**src/rtl/line_buffer_pkg.sv**
```systemverilog
// Shared constants and window packing helper for the KxK line buffer.
package line_buffer_pkg;

  localparam int DEFAULT_WORD_LENGTH = 8;
  localparam int DEFAULT_KERNEL_SIZE = 5;
  localparam int COORD_W             = 16;

  // Bit offset of window element (i,j); row 0 oldest, col 0 leftmost.
  function automatic int win_offset(input int i, input int j, input int k, input int w);
    return (i * k + j) * w;
  endfunction

endpackage

```
**src/rtl/lb_row_delay.sv**
```systemverilog
// One image row of pixel delay: dout is the pixel accepted DEPTH enables ago.
module lb_row_delay #(
  parameter int WORD_LENGTH = 8,
  parameter int DEPTH       = 36
) (
  input  logic                   clk,
  input  logic                   en,
  input  logic [WORD_LENGTH-1:0] din,
  output logic [WORD_LENGTH-1:0] dout
);

  logic [WORD_LENGTH-1:0] mem [DEPTH];

  // No reset: stale contents are never emitted because the counters gate output.
  always_ff @(posedge clk) begin
    if (en) begin
      mem[0] <= din;
      for (int i = 1; i < DEPTH; i++) mem[i] <= mem[i-1];
    end
  end

  assign dout = mem[DEPTH-1];

endmodule

```
**src/rtl/line_buffer_kxk.sv**
```systemverilog
// Sliding KxK window generator over a raster pixel stream with ready/valid on both sides.
// Optional LINE_BUFFER_POS_EN adds out_row/out_col (window top-left coordinate).
module line_buffer_kxk
  import line_buffer_pkg::*;
#(
  parameter int WORD_LENGTH  = DEFAULT_WORD_LENGTH,
  parameter int KERNEL_SIZE  = DEFAULT_KERNEL_SIZE,
  parameter int IMAGE_WIDTH  = 36,
  parameter int IMAGE_HEIGHT = 36,
  parameter int STRIDE       = 1
) (
  input  logic                                      clk,
  input  logic                                      rst_n,
  input  logic                                      in_valid,
  output logic                                      in_ready,
  input  logic [WORD_LENGTH-1:0]                    data_in,
  output logic                                      out_valid,
  input  logic                                      out_ready,
  output logic [KERNEL_SIZE*KERNEL_SIZE*WORD_LENGTH-1:0] window_out,
  output logic                                      frame_done
`ifdef LINE_BUFFER_POS_EN
  ,
  output logic [COORD_W-1:0]                        out_row,
  output logic [COORD_W-1:0]                        out_col
`endif
);

  localparam int K    = KERNEL_SIZE;
  localparam int WW   = K * K * WORD_LENGTH;
  localparam int PH_W = (STRIDE > 1) ? $clog2(STRIDE) : 1;
  localparam logic [COORD_W-1:0] K1       = COORD_W'(K - 1);
  localparam logic [COORD_W-1:0] COL_LAST = COORD_W'(IMAGE_WIDTH - 1);
  localparam logic [COORD_W-1:0] ROW_LAST = COORD_W'(IMAGE_HEIGHT - 1);
  localparam logic [PH_W-1:0]    PH_LAST  = PH_W'(STRIDE - 1);

  logic                   accept, complete, col_last, row_last;
  logic [COORD_W-1:0]     col_cnt, row_cnt;
  logic [PH_W-1:0]        col_ph, row_ph;
  logic [WORD_LENGTH-1:0] tap     [K-1];
  logic [WORD_LENGTH-1:0] col_in  [K];
  logic [WORD_LENGTH-1:0] win     [K][K];
  logic [WORD_LENGTH-1:0] win_next[K][K];
  logic [WW-1:0]          win_flat;

  assign in_ready = !out_valid || out_ready;
  assign accept   = in_valid && in_ready;
  assign col_last = (col_cnt == COL_LAST);
  assign row_last = (row_cnt == ROW_LAST);
  assign complete = accept && (row_cnt >= K1) && (col_cnt >= K1) &&
                    (row_ph == '0) && (col_ph == '0);

  // Delay lines are chained: tap[m] is the pixel m+1 rows above data_in.
  for (genvar g = 0; g < K - 1; g++) begin : g_line
    if (g == 0) begin : g_first
      lb_row_delay #(.WORD_LENGTH(WORD_LENGTH), .DEPTH(IMAGE_WIDTH)) u_line (
        .clk(clk), .en(accept), .din(data_in), .dout(tap[g]));
    end else begin : g_next
      lb_row_delay #(.WORD_LENGTH(WORD_LENGTH), .DEPTH(IMAGE_WIDTH)) u_line (
        .clk(clk), .en(accept), .din(tap[g-1]), .dout(tap[g]));
    end
  end

  always_comb begin
    col_in[K-1] = data_in;
    for (int m = 0; m < K - 1; m++) col_in[K-2-m] = tap[m];
  end

  always_comb begin
    win_flat = '0;
    for (int i = 0; i < K; i++) begin
      for (int j = 0; j < K - 1; j++) win_next[i][j] = win[i][j+1];
      win_next[i][K-1] = col_in[i];
    end
    for (int i = 0; i < K; i++)
      for (int j = 0; j < K; j++)
        win_flat[win_offset(i, j, K, WORD_LENGTH) +: WORD_LENGTH] = win_next[i][j];
  end

  always_ff @(posedge clk or negedge rst_n) begin
    if (!rst_n) begin
      for (int i = 0; i < K; i++)
        for (int j = 0; j < K; j++) win[i][j] <= '0;
    end else if (accept) begin
      for (int i = 0; i < K; i++)
        for (int j = 0; j < K; j++) win[i][j] <= win_next[i][j];
    end
  end

  // Phases stay 0 until the first full-window row/column, then count modulo STRIDE.
  always_ff @(posedge clk or negedge rst_n) begin
    if (!rst_n) begin
      col_cnt <= '0;
      row_cnt <= '0;
      col_ph  <= '0;
      row_ph  <= '0;
    end else if (accept) begin
      if (col_last) begin
        col_cnt <= '0;
        col_ph  <= '0;
        if (row_last) begin
          row_cnt <= '0;
          row_ph  <= '0;
        end else begin
          row_cnt <= row_cnt + COORD_W'(1);
          if (row_cnt >= K1) row_ph <= (row_ph == PH_LAST) ? '0 : row_ph + PH_W'(1);
        end
      end else begin
        col_cnt <= col_cnt + COORD_W'(1);
        if (col_cnt >= K1) col_ph <= (col_ph == PH_LAST) ? '0 : col_ph + PH_W'(1);
      end
    end
  end

  always_ff @(posedge clk or negedge rst_n) begin
    if (!rst_n) begin
      out_valid  <= 1'b0;
      frame_done <= 1'b0;
      window_out <= '0;
`ifdef LINE_BUFFER_POS_EN
      out_row    <= '0;
      out_col    <= '0;
`endif
    end else if (complete) begin
      out_valid  <= 1'b1;
      frame_done <= row_last && col_last;
      window_out <= win_flat;
`ifdef LINE_BUFFER_POS_EN
      out_row    <= row_cnt - K1;
      out_col    <= col_cnt - K1;
`endif
    end else if (out_ready) begin
      out_valid  <= 1'b0;
      frame_done <= 1'b0;
    end
  end

endmodule

```
**config.mk**
```make
export PLATFORM = sky130hd
export DESIGN_NAME = line_buffer_kxk
export DESIGN_NICKNAME = d
export VERILOG_FILES = /design/src/rtl/line_buffer_pkg.sv /design/src/rtl/lb_row_delay.sv /design/src/rtl/line_buffer_kxk.sv
export SDC_FILE = /design/constraint.sdc
export NUM_CORES = 1
export LEC_CHECK = 0
export CORE_MARGIN = 2
export CORE_UTILIZATION = 39
export DETAILED_ROUTE_END_ITERATION = 16
export PLACE_DENSITY = 0.67
export SYNTH_ARGS = -nofsm -noshare
export SYNTH_HDL_FRONTEND = slang
export SYNTH_SLANG_ARGS = --single-unit
```
**constraint.sdc**
```tcl
create_clock -name clk -period 39 [get_ports clk]
set_input_delay 7.8 -clock clk [delete_from_list [all_inputs] [get_ports clk]]
set_output_delay 7.8 -clock clk [all_outputs]
set_load 0.02 [all_outputs]
```
==> results of run 1 <==
[worst max-delay path by stage]
stage | startpoint | endpoint | slack (ps) | depth (start not counted)
floorplan | out_ready | g_line[0].g_first.u_line.mem[0][0] | 14750 | 5
global placement | out_ready | in_ready | 21870 | 3
detailed placement | out_ready | in_ready | 21820 | 3
CTS | out_ready | in_ready | 21820 | 3
global route | out_ready | in_ready | 21730 | 3
finish | out_ready | in_ready | 21830 | 3
[synthesized netlist by cell type (2+ instances only)]
cell / number
sky130_fd_sc_hd__xnor2_1: 7
sky130_fd_sc_hd__a211oi_1: 3
sky130_fd_sc_hd__mux2_2: 22
sky130_fd_sc_hd__buf_6: 2
sky130_fd_sc_hd__buf_4: 2
sky130_fd_sc_hd__o21ai_0: 5
sky130_fd_sc_hd__dfrtp_1: 394
sky130_fd_sc_hd__and4_1: 5
sky130_fd_sc_hd__buf_12: 11
sky130_fd_sc_hd__or4_1: 3
sky130_fd_sc_hd__ha_1: 4
sky130_fd_sc_hd__mux2_1: 79
sky130_fd_sc_hd__edfxtp_1: 1152
sky130_fd_sc_hd__xor2_1: 16
sky130_fd_sc_hd__buf_8: 8
sky130_fd_sc_hd__or3_1: 3
sky130_fd_sc_hd__and2_1: 3
sky130_fd_sc_hd__o21ai_1: 2
sky130_fd_sc_hd__nor3_1: 6
sky130_fd_sc_hd__o31ai_1: 2
sky130_fd_sc_hd__mux2_4: 100
sky130_fd_sc_hd__and3_1: 4
sky130_fd_sc_hd__clkbuf_1: 34
sky130_fd_sc_hd__nand4_1: 7
sky130_fd_sc_hd__or4_4: 3
sky130_fd_sc_hd__nor2_1: 7
sky130_fd_sc_hd__nor4_1: 12
sky130_fd_sc_hd__buf_1: 5
sky130_fd_sc_hd__nand2_1: 497
sky130_fd_sc_hd__nand3_1: 12
sky130_fd_sc_hd__inv_1: 11
[state kept, by name, summed over array words and instances, names as in the netlist]
register,count
col_cnt,16
frame_done,1
g_line.g_first.u_line.mem,288
g_line.g_next.u_line.mem,864
out_valid,1
row_cnt,16
win,160
window_out,200
[logic make-up after synthesis]
kind of cell / count (synthesis)
AOI/OAI and AO/OA: 16
and+or+nand+nor: 566
adders and majority gates: 4
DFF: 1546
muxes: 201
buffers and inverters: 73
xor gates and xnor gates: 23
[worst register-to-register path, stage by stage, from the launching register on]
cell and delay, ps:
sky130_fd_sc_hd__dfrtp_1 380, sky130_fd_sc_hd__nand2b_1 300, sky130_fd_sc_hd__nand2_4 270, sky130_fd_sc_hd__inv_8 600, sky130_fd_sc_hd__buf_4 870, sky130_fd_sc_hd__buf_4 920, sky130_fd_sc_hd__buf_4 860, sky130_fd_sc_hd__buf_4 1000
[per-stage QoR]
stage	util	worst slack, ps	power (mW)	instances	cell area (um^2)
2_1_floorplan	-	14750	2.93	2429	50300
3_3_place_gp	0.424	21870	3.11	4264	54200
3_5_place_dp	0.424	21820	3.13	4264	54200
4_1_cts	0.463	21820	4.58	4547	59200
5_1_grt	0.463	21730	4.74	4547	59200
6_report	0.463	21830	4.52	4549	59200
[area by class of cell]
| cell class | count | area [um^2] | share of cell area |
|---|---|---|---|
| Multi-Input combinational cell | 810 | 5310 | 0.0897 |
| Clock buffer | 203 | 4200 | 0.0710 |
| Inverter | 11 | 48.8 | 0.000825 |
| Clock inverter | 80 | 729 | 0.0123 |
| Timing Repair Buffer | 235 | 2340 | 0.0396 |
| Tap cell | 1662 | 2080 | 0.0351 |
| Antenna cell | 2 | 5.00 | 0.0000846 |
| Sequential cell | 1546 | 44500 | 0.751 |
[per-layer routing]
metal  share of wire  up-vias  global-route usage
met3           0.080      145              0.0456
met5               0        -                   0
li1                -     9585                   -
met4           0.021        0              0.0370
met2            0.42      476               0.156
met1            0.48    10600               0.171
[report_power, final]
| part | total (mW) | switching [mW] | internal, mW |
|---|---|---|---|
| Clock | 1.43 | 0.597 | 0.828 |
| Combinational | 0.714 | 0.391 | 0.323 |
| Sequential | 2.38 | 0.172 | 2.20 |
| Total | 4.52 | 1.16 | 3.36 |
==> metrics.txt, run 1 <==
setup tns final=0 ps; startpoint of the lowest-slack hold path=g_line[3].g_next.u_line.mem[3][7]; Starting Density=0.394; number of detailed-route iterations in the first pass=5; cell area after synthesis=50,300 um^2; port bufs=214; total count of hold-check failures in the final report=0; most common library cell in the layout ignoring fill and taps=sky130_fd_sc_hd__edfxtp_1; Worst path top cell family by delay=buffers and inverters; post-detailed-route via-to-cell ratio=4.58; die span in x=363 um; post-synthesis xor/xnor area fraction=0.00400; I/O pin count=215; endpoints failing setup=0; remaining design rule violation count=0; post-synthesis share of cell area spent on and, or, nand and nor gates=0.0456; number of antenna violations at the first check in global routing=2; most frequent cells in the layout=sky130_fd_sc_hd__edfxtp_1 (1,152), sky130_fd_sc_hd__nand2_1 (496), sky130_fd_sc_hd__dfrtp_1 (394), sky130_fd_sc_hd__clkdlybuf4s50_1 (213), sky130_fd_sc_hd__clkbuf_16 (159); number of enable-type register cells in the synthesized netlist=1,152; leakage dissipation=22.5 nW; async set-or-reset flop fraction in the synthesized netlist=0.255; CTS H-Tree Depth=4; share of synthesized area occupied by flip-flops and latches=0.884; CTS clk-pin slew, worst paths=60 ps; post-synthesis sequential element count=1,546; clock tree from TritonCTS=built; worst path cell trace=clkdlybuf4s50_1 > nand2b_1 > clkdlybuf4s50_1; Max Root-Sink Buffers=3; pin count of the biggest net entering global routing=175; worst clock skew=23.1 ps; multiplexer share of the synthesized area=0.0524; total detailed-routing wirelength=76.1 mm; Worst Max-Slew Pin Slew=1090 ps; wire length per cell after detailed routing=16.7 um; Avg Synthesized Cell Area=20.7 um^2; area of the core=128,000 um^2; critical path required time=31,200 ps; combinational family with the most area after synthesis=multiplexers; Crit Path Class=in -> out; primary flip-flop cell chosen by synthesis mapping=sky130_fd_sc_hd__edfxtp_1; number of buffers added to fix hold violations after cts=0; Post-CTS Setup Repair Bufs=0; clock insertion delay at the later pin of the skew report=740 ps; critical path arrival=9370 ps; cell count after synthesis=2,429; Nets=2,774; final cycle utilization of the critical path=0.440; start of the worst register-to-register path=out_valid; worst setup slack for register-to-register paths=33,380 ps; residual antenna-violating net count after detailed routing=0; maximum clock rate=58.3 MHz; number of distinct library cells after synthesis=39; end of the worst register-to-register path=g_line[3].g_next.u_line.mem[3][6]; most used cell along the critical path=sky130_fd_sc_hd__clkdlybuf4s50_1; Worst R2R Path Depth=7; Worst Path Max Fanout=9; worst hold endpoint=g_line[3].g_next.u_line.mem[3][15]; count of yosys warnings during synthesis=0; wire length of the first global-routing pass=120 mm; Worst slew margin=0.270; final weighted congestion of routability-driven global placement=0.764; max incr delay on CP=690 ps; master cell of the clock root buffer=sky130_fd_sc_hd__clkbuf_16; worst hold slack across all endpoints=398 ps; number of global-route vias before repair=20.8k; total of max-cap violations=0; clock sink count=1,546; critical path's slowest cell=sky130_fd_sc_hd__clkdlybuf4s50_1; compound-gate portion of the synthesized area=0.00214; top cell type's share of synthesized area=0.688; status=completed; instance count along the most critical hold path=0; crit path buf inv count=2; worst min-delay path category=reg -> reg; P per Cell Area=76.3 nW/um^2; number of filler cells placed in the layout=10.7k; die height=363 um; nature of the critical path endpoint=output pin; total number of placement rows=131; Layout Area Growth over Synthesis=17.6%; time the worst path needs with I/O delays and setup=17,170 ps; share of cells above drive strength 1=0.129; number of buffers created by CTS=154; total routing usage reported by global routing=0.116; fin. max-slew vios=0; adder-cell area share of the yosys netlist=0.000995; post-CTS sizing=0; iteration-0 DRC count of the detailed router=1,810; HPWL Detailed=41.4 mm; setup repair after global routing missed its margin=false; dominant cells by area after synthesis=sky130_fd_sc_hd__edfxtp_1 (69%), sky130_fd_sc_hd__dfrtp_1 (20%), sky130_fd_sc_hd__nand2_1 (3.7%), sky130_fd_sc_hd__mux2_4 (3.0%), sky130_fd_sc_hd__mux2_1 (1.8%); kind of launch point of the worst setup path=input pin; remaining global-route overflow=0; nets in the synthesized netlist=2,445; area enclosed by the die boundary=132,000 um^2; highest ir drop seen on vdd=0.0514 mV; largest area contributor in the netlist=sky130_fd_sc_hd__edfxtp_1; via count=20.8k
(Power assumes the default switching activity.)
==> run 2: changes to the inputs <==
==> constraint.sdc (replaced) <==
create_clock -name clk -period 18 [get_ports clk]
set_input_delay 3.6 -clock clk [delete_from_list [all_inputs] [get_ports clk]]
set_output_delay 3.6 -clock clk [all_outputs]
set_load 0.02 [all_outputs]
==> run 2 against run 1 <==
  * Clock skew is 3.5 ps higher
  * Sequential power increased by 120%
  * Critical endpoint is now g_line[0].g_first.u_line.mem[5][8]
  * Non-clock buffer count unchanged
  * Critical path depth is 5 higher
  * Largest cell class unchanged
  * Via count is essentially flat
  * Cell count barely moved
  * Worst setup slack lost 13000 ps
==> metrics.txt, run 2 (synthesis results as in run 1) <==
number of buffers created by CTS=151; endpoints failing setup=0; antenna fix cells=0; status=completed; critical path required time=18,360 ps; number of instances in the placed design=4,264; setup tns final=0 ps; total detailed-routing wirelength=77.2 mm; highest ir drop seen on vdd=0.115 mV; clock tree from TritonCTS=built; Crit Path Class=in -> reg; number of detailed-route iterations in the first pass=5; die height=363 um; remaining global-route overflow=0; total routing usage reported by global routing=0.117; maximum clock rate=114 MHz; kind of launch point of the worst setup path=input pin; number of buffers added to fix hold violations after cts=0; remaining design rule violation count=0; Max Root-Sink Buffers=3; CTS clk-pin slew, worst paths=60 ps; Worst Path Max Fanout=201; worst min-delay path category=reg -> reg; number of antenna violations at the first check in global routing=0; final weighted congestion of routability-driven global placement=0.753; total count of hold-check failures in the final report=0; clock insertion delay at the later pin of the skew report=760 ps; share of cells above drive strength 1=0.130; final cycle utilization of the critical path=0.488; total of max-cap violations=0; number of global-route vias before repair=20.6k; Post-CTS Setup Repair Bufs=0; die span in x=363 um; most common library cell in the layout ignoring fill and taps=sky130_fd_sc_hd__edfxtp_1; residual antenna-violating net count after detailed routing=0; I/O pin count=215; post-CTS sizing=0; registers with the most flip-flops=g_line.g_next.u_line.mem: 864 flops, g_line.g_first.u_line.mem: 288 flops, window_out: 200 flops; final design instance area without fill=59,200 um^2; wire length per cell after detailed routing=17.0 um; total number of placement rows=131; Worst Max-Slew Pin Slew=1090 ps; post-place instance area=54,200 um^2; setup repair after global routing missed its margin=false; post-detailed-route via-to-cell ratio=4.58; via count=20.8k; fin. max-slew vios=0; most frequent cells in the layout=sky130_fd_sc_hd__edfxtp_1 (1,152), sky130_fd_sc_hd__nand2_1 (496), sky130_fd_sc_hd__dfrtp_1 (394), sky130_fd_sc_hd__clkdlybuf4s50_1 (213), sky130_fd_sc_hd__clkbuf_16 (154); leakage dissipation=22.6 nW; area enclosed by the die boundary=132,000 um^2; Layout Area Growth over Synthesis=17.7%; flip-flop count of the largest register after layout=864; area of the core=128,000 um^2; port bufs=214; P per Cell Area=166 nW/um^2; Nets=2,771; master cell of the clock root buffer=sky130_fd_sc_hd__clkbuf_16; nature of the critical path endpoint=flip-flop; critical path arrival=9150 ps; pin count of the biggest net entering global routing=202; largest register by flop count=g_line.g_next.u_line.mem; HPWL Detailed=42.1 mm; worst clock skew=26.6 ps; Worst slew margin=0.271; Starting Density=0.394; clock sink count=1,546; time the worst path needs with I/O delays and setup=8790 ps; final non-filler cell total=4,546; wire length of the first global-routing pass=120 mm; CTS H-Tree Depth=4; iteration-0 DRC count of the detailed router=1,773
-- run 2: cell types whose count changed in the layout (fill, tap and decap cells not counted), sizes merged --
| cell | change |
|---|---|
| clkinvlp | -7 |
| diode | -2 |
| bufinv | +3 |
| inv | +5 |
| clkbuf | -4 |
| clkinv | +2 |
-- run 2: area by class of cell --
cell class	count	area, um^2
multi-input combinational	810	5310
clock buffer	199	4120
sequential	1546	44500
inverter	11	48.8
clock inverter	83	883
tap	1662	2080
fill	10600	68600
timing repair buffer	235	2340
-- run 2: power breakdown --
group / switching (mW) / internal [mW]
Sequential: 0.382 / 4.78
Clock: 1.32 / 1.82
Combinational: 0.850 / 0.699
Total: 2.55 / 7.29
-- run 2: per-stage QoR --
step | power, mW | setup WS (ps) | utilization | hold slack [ps]
after floorplan | 6.20 | 4760 | - | 400
after global placement | 6.76 | 8550 | 0.424 | 401
after detailed placement | 6.80 | 8380 | 0.424 | 405
after CTS | 9.99 | 9210 | 0.463 | 387
after global routing | 10.3 | 8770 | 0.463 | 400
final | 9.85 | 9210 | 0.463 | 392
-- run 2: worst paths after layout --
kind | startpoint | end | slack, ps | cells after the start
setup reg to reg | out_valid | g_line[0].g_first.u_line.mem[5][8] | 12220 | 7
min in group asynchronous | rst_n | window_out[34] | 2870 | 1
setup / recovery | out_ready | g_line[0].g_first.u_line.mem[5][8] | 9210 | 8
hold / removal | g_line[0].g_first.u_line.mem[4][29] | g_line[0].g_first.u_line.mem[5][5] | 390 | 0
max in group asynchronous | rst_n | window_out[86] | 13510 | 2
hold reg to reg | g_line[0].g_first.u_line.mem[4][29] | g_line[0].g_first.u_line.mem[5][5] | 390 | 0
-- run 2: layer usage --
metal,global-route usage,vias up,share of wire
li1,-,9589,-
met1,0.173,10600,0.48
met2,0.159,466,0.42
met3,0.0407,124,0.074
met4,0.0434,0,0.020
met5,0,-,0
-- run 2: critical path: stages --
cell                              delay [ps]
sky130_fd_sc_hd__clkdlybuf4s50_1         480
sky130_fd_sc_hd__nand2b_1                340
sky130_fd_sc_hd__nand2_4                 330
sky130_fd_sc_hd__inv_8                   700
sky130_fd_sc_hd__buf_4                   910
sky130_fd_sc_hd__buf_12                  700
sky130_fd_sc_hd__buf_4                   820
sky130_fd_sc_hd__buf_12                  720
==> run 3: changes to the inputs <==
--- a/config.mk
+++ b/config.mk
@@ -8,7 +8,7 @@
 export CORE_MARGIN = 2
 export CORE_UTILIZATION = 39
 export DETAILED_ROUTE_END_ITERATION = 16
-export PLACE_DENSITY = 0.67
+export PLACE_DENSITY = 0.69
 export SYNTH_ARGS = -nofsm -noshare
 export SYNTH_HDL_FRONTEND = slang
 export SYNTH_SLANG_ARGS = --single-unit
==> constraint.sdc (replaced) <==
create_clock -name clk -period 7.35 [get_ports clk]
set_input_delay 1.47 -clock clk [delete_from_list [all_inputs] [get_ports clk]]
set_output_delay 1.47 -clock clk [all_outputs]
set_load 0.02 [all_outputs]
==> run 3 against run 2 <==
  * Via count rose by 0.44%
  * Largest cell class unchanged
  * Clock power rose by 140%
  * Routed wire length is 0.84% higher
  * Non-clock buffer count down 3
  * Utilization down 0.12 points
  * Die area stayed put
  * Register-to-register slack got worse by 8400 ps
  * Critical path depth fell by 5
==> metrics.txt, run 3 (synthesis results as in run 1) <==
status=completed; clock insertion delay at the later pin of the skew report=760 ps; highest ir drop seen on vdd=0.262 mV; HPWL Detailed=42.5 mm; remaining global-route overflow=0; residual antenna-violating net count after detailed routing=0; die height=363 um; total routing usage reported by global routing=0.118; setup tns final=0 ps; nature of the critical path endpoint=output pin; largest register by flop count=g_line.g_next.u_line.mem; via count=20.9k; most frequent cells in the layout=sky130_fd_sc_hd__edfxtp_1 (1,152), sky130_fd_sc_hd__nand2_1 (496), sky130_fd_sc_hd__dfrtp_1 (394), sky130_fd_sc_hd__clkdlybuf4s50_1 (213), sky130_fd_sc_hd__clkbuf_16 (148); critical path's slowest cell=sky130_fd_sc_hd__clkdlybuf4s50_1; worst clock skew=22.5 ps; CTS clk-pin slew, worst paths=60 ps; crit path buf inv count=2; Max Root-Sink Buffers=3; total number of placement rows=131; critical path arrival=2990 ps; remaining design rule violation count=0; worst hold endpoint=g_line[1].g_next.u_line.mem[7][13]; Worst path top cell family by delay=buffers and inverters; area enclosed by the die boundary=132,000 um^2; number of buffers created by CTS=145; total of max-cap violations=0; Worst R2R Path Depth=5; area of the core=128,000 um^2; number of detailed-route iterations in the first pass=5; setup repair after global routing missed its margin=false; instance count along the most critical hold path=0; start of the worst register-to-register path=out_valid; met1 Usage GRT=0.176; Nets=2,762; iteration-0 DRC count of the detailed router=2,256; flip-flop count of the largest register after layout=864; post-CTS sizing=0; startpoint of the lowest-slack hold path=g_line[1].g_next.u_line.mem[7][5]; total count of hold-check failures in the final report=0; worst min-delay path category=reg -> reg; worst setup slack for register-to-register paths=3780 ps; pin count of the biggest net entering global routing=219; kind of launch point of the worst setup path=input pin; critical path required time=5880 ps; Worst Max-Slew Pin Slew=1110 ps; Worst Path Max Fanout=9; Crit Path Class=in -> out; most used cell along the critical path=sky130_fd_sc_hd__clkdlybuf4s50_1; wire length of the first global-routing pass=121 mm; antenna fix cells=0; Worst slew margin=0.261; clock tree from TritonCTS=built; max incr delay on CP=680 ps; most common library cell in the layout ignoring fill and taps=sky130_fd_sc_hd__edfxtp_1; clock sink count=1,546; Post-CTS Setup Repair Bufs=0; GR met2 Demand/Resource=0.158; CTS H-Tree Depth=4; I/O pin count=215; maximum clock rate=224 MHz; registers with the most flip-flops=g_line.g_next.u_line.mem: 864 flops, g_line.g_first.u_line.mem: 288 flops, window_out: 200 flops; wire length per cell after detailed routing=17.2 um; leakage dissipation=22.5 nW; fin. max-slew vios=0; met3 Use GR=0.0420; share of cells above drive strength 1=0.126; master cell of the clock root buffer=sky130_fd_sc_hd__clkbuf_16; number of antenna violations at the first check in global routing=2; end of the worst register-to-register path=g_line[0].g_first.u_line.mem[2][0]; number of buffers added to fix hold violations after cts=0; Starting Density=0.394; die span in x=363 um; final cycle utilization of the critical path=0.607; Layout Area Growth over Synthesis=17.4%; final non-filler cell total=4,530; number of instances in the placed design=4,261; total detailed-routing wirelength=77.8 mm; post-detailed-route via-to-cell ratio=4.62; busiest metal layer after global routing=met1; number of global-route vias before repair=20.6k; port bufs=214; worst path cell trace=clkdlybuf4s50_1 > nand2b_1 > clkdlybuf4s50_1; endpoints failing setup=0; number of filler cells placed in the layout=10.6k; time the worst path needs with I/O delays and setup=4460 ps; final weighted congestion of routability-driven global placement=0.780; P per Cell Area=404 nW/um^2
[run 3: through the flow]
step	hold WS [ps]	power, mW	util	worst slack [ps]	cell area (um^2)
after detailed placement	405	16.7	0.425	2150	54300
after global placement	401	16.6	0.425	2260	54300
after CTS	395	24.2	0.462	2880	59100
after global routing	407	25.0	0.462	2700	59100
after floorplan	400	14.9	-	1660	50300
final	399	23.9	0.462	2890	59100
[run 3: per-layer routing]
layer,part of all wire,vias up,wire length (um)
li1,-,9556,-
met1,0.48,10700,37400
met2,0.42,521,32600
met3,0.077,131,5970
met4,0.022,0,1750
met5,0,-,0
[run 3: area by class of cell]
cell class / instances / area [um^2] / area share
clock buffer: 196 / 4020 / 0.0681
clock inverter: 73 / 792 / 0.0134
inverter: 11 / 48.8 / 0.000826
multi-input combinational: 810 / 5310 / 0.0898
sequential: 1546 / 44500 / 0.752
tap: 1662 / 2080 / 0.0352
timing repair buffer: 232 / 2380 / 0.0403
[run 3: worst max path at each step]
stage / endpoint / slack (ps) / depth (start not counted) / start
floorplan: g_line[0].g_first.u_line.mem[0][0] / 1660 / 5 / out_ready
global placement: g_line[0].g_first.u_line.mem[0][0] / 2260 / 6 / out_ready
detailed placement: g_line[0].g_first.u_line.mem[2][0] / 2150 / 6 / out_ready
CTS: in_ready / 2880 / 3 / out_ready
global route: g_line[1].g_next.u_line.mem[1][22] / 2700 / 6 / out_ready
finish: in_ready / 2890 / 3 / out_ready
[run 3: report_power, final]
part / internal, mW / leakage [nW] / total [mW] / switching [mW]
logic: 1.72 / 4.07 / 3.82 / 2.10
registers: 11.7 / 16.0 / 12.7 / 0.959
clock network: 4.25 / 2.34 / 7.42 / 3.17
[run 3: worst register-to-register path: stages (launching register included)]
cell,delay (ps)
sky130_fd_sc_hd__dfrtp_1,380
sky130_fd_sc_hd__nand2b_1,310
sky130_fd_sc_hd__nand2_4,380
sky130_fd_sc_hd__inv_8,680
sky130_fd_sc_hd__buf_4,580
sky130_fd_sc_hd__buf_12,550
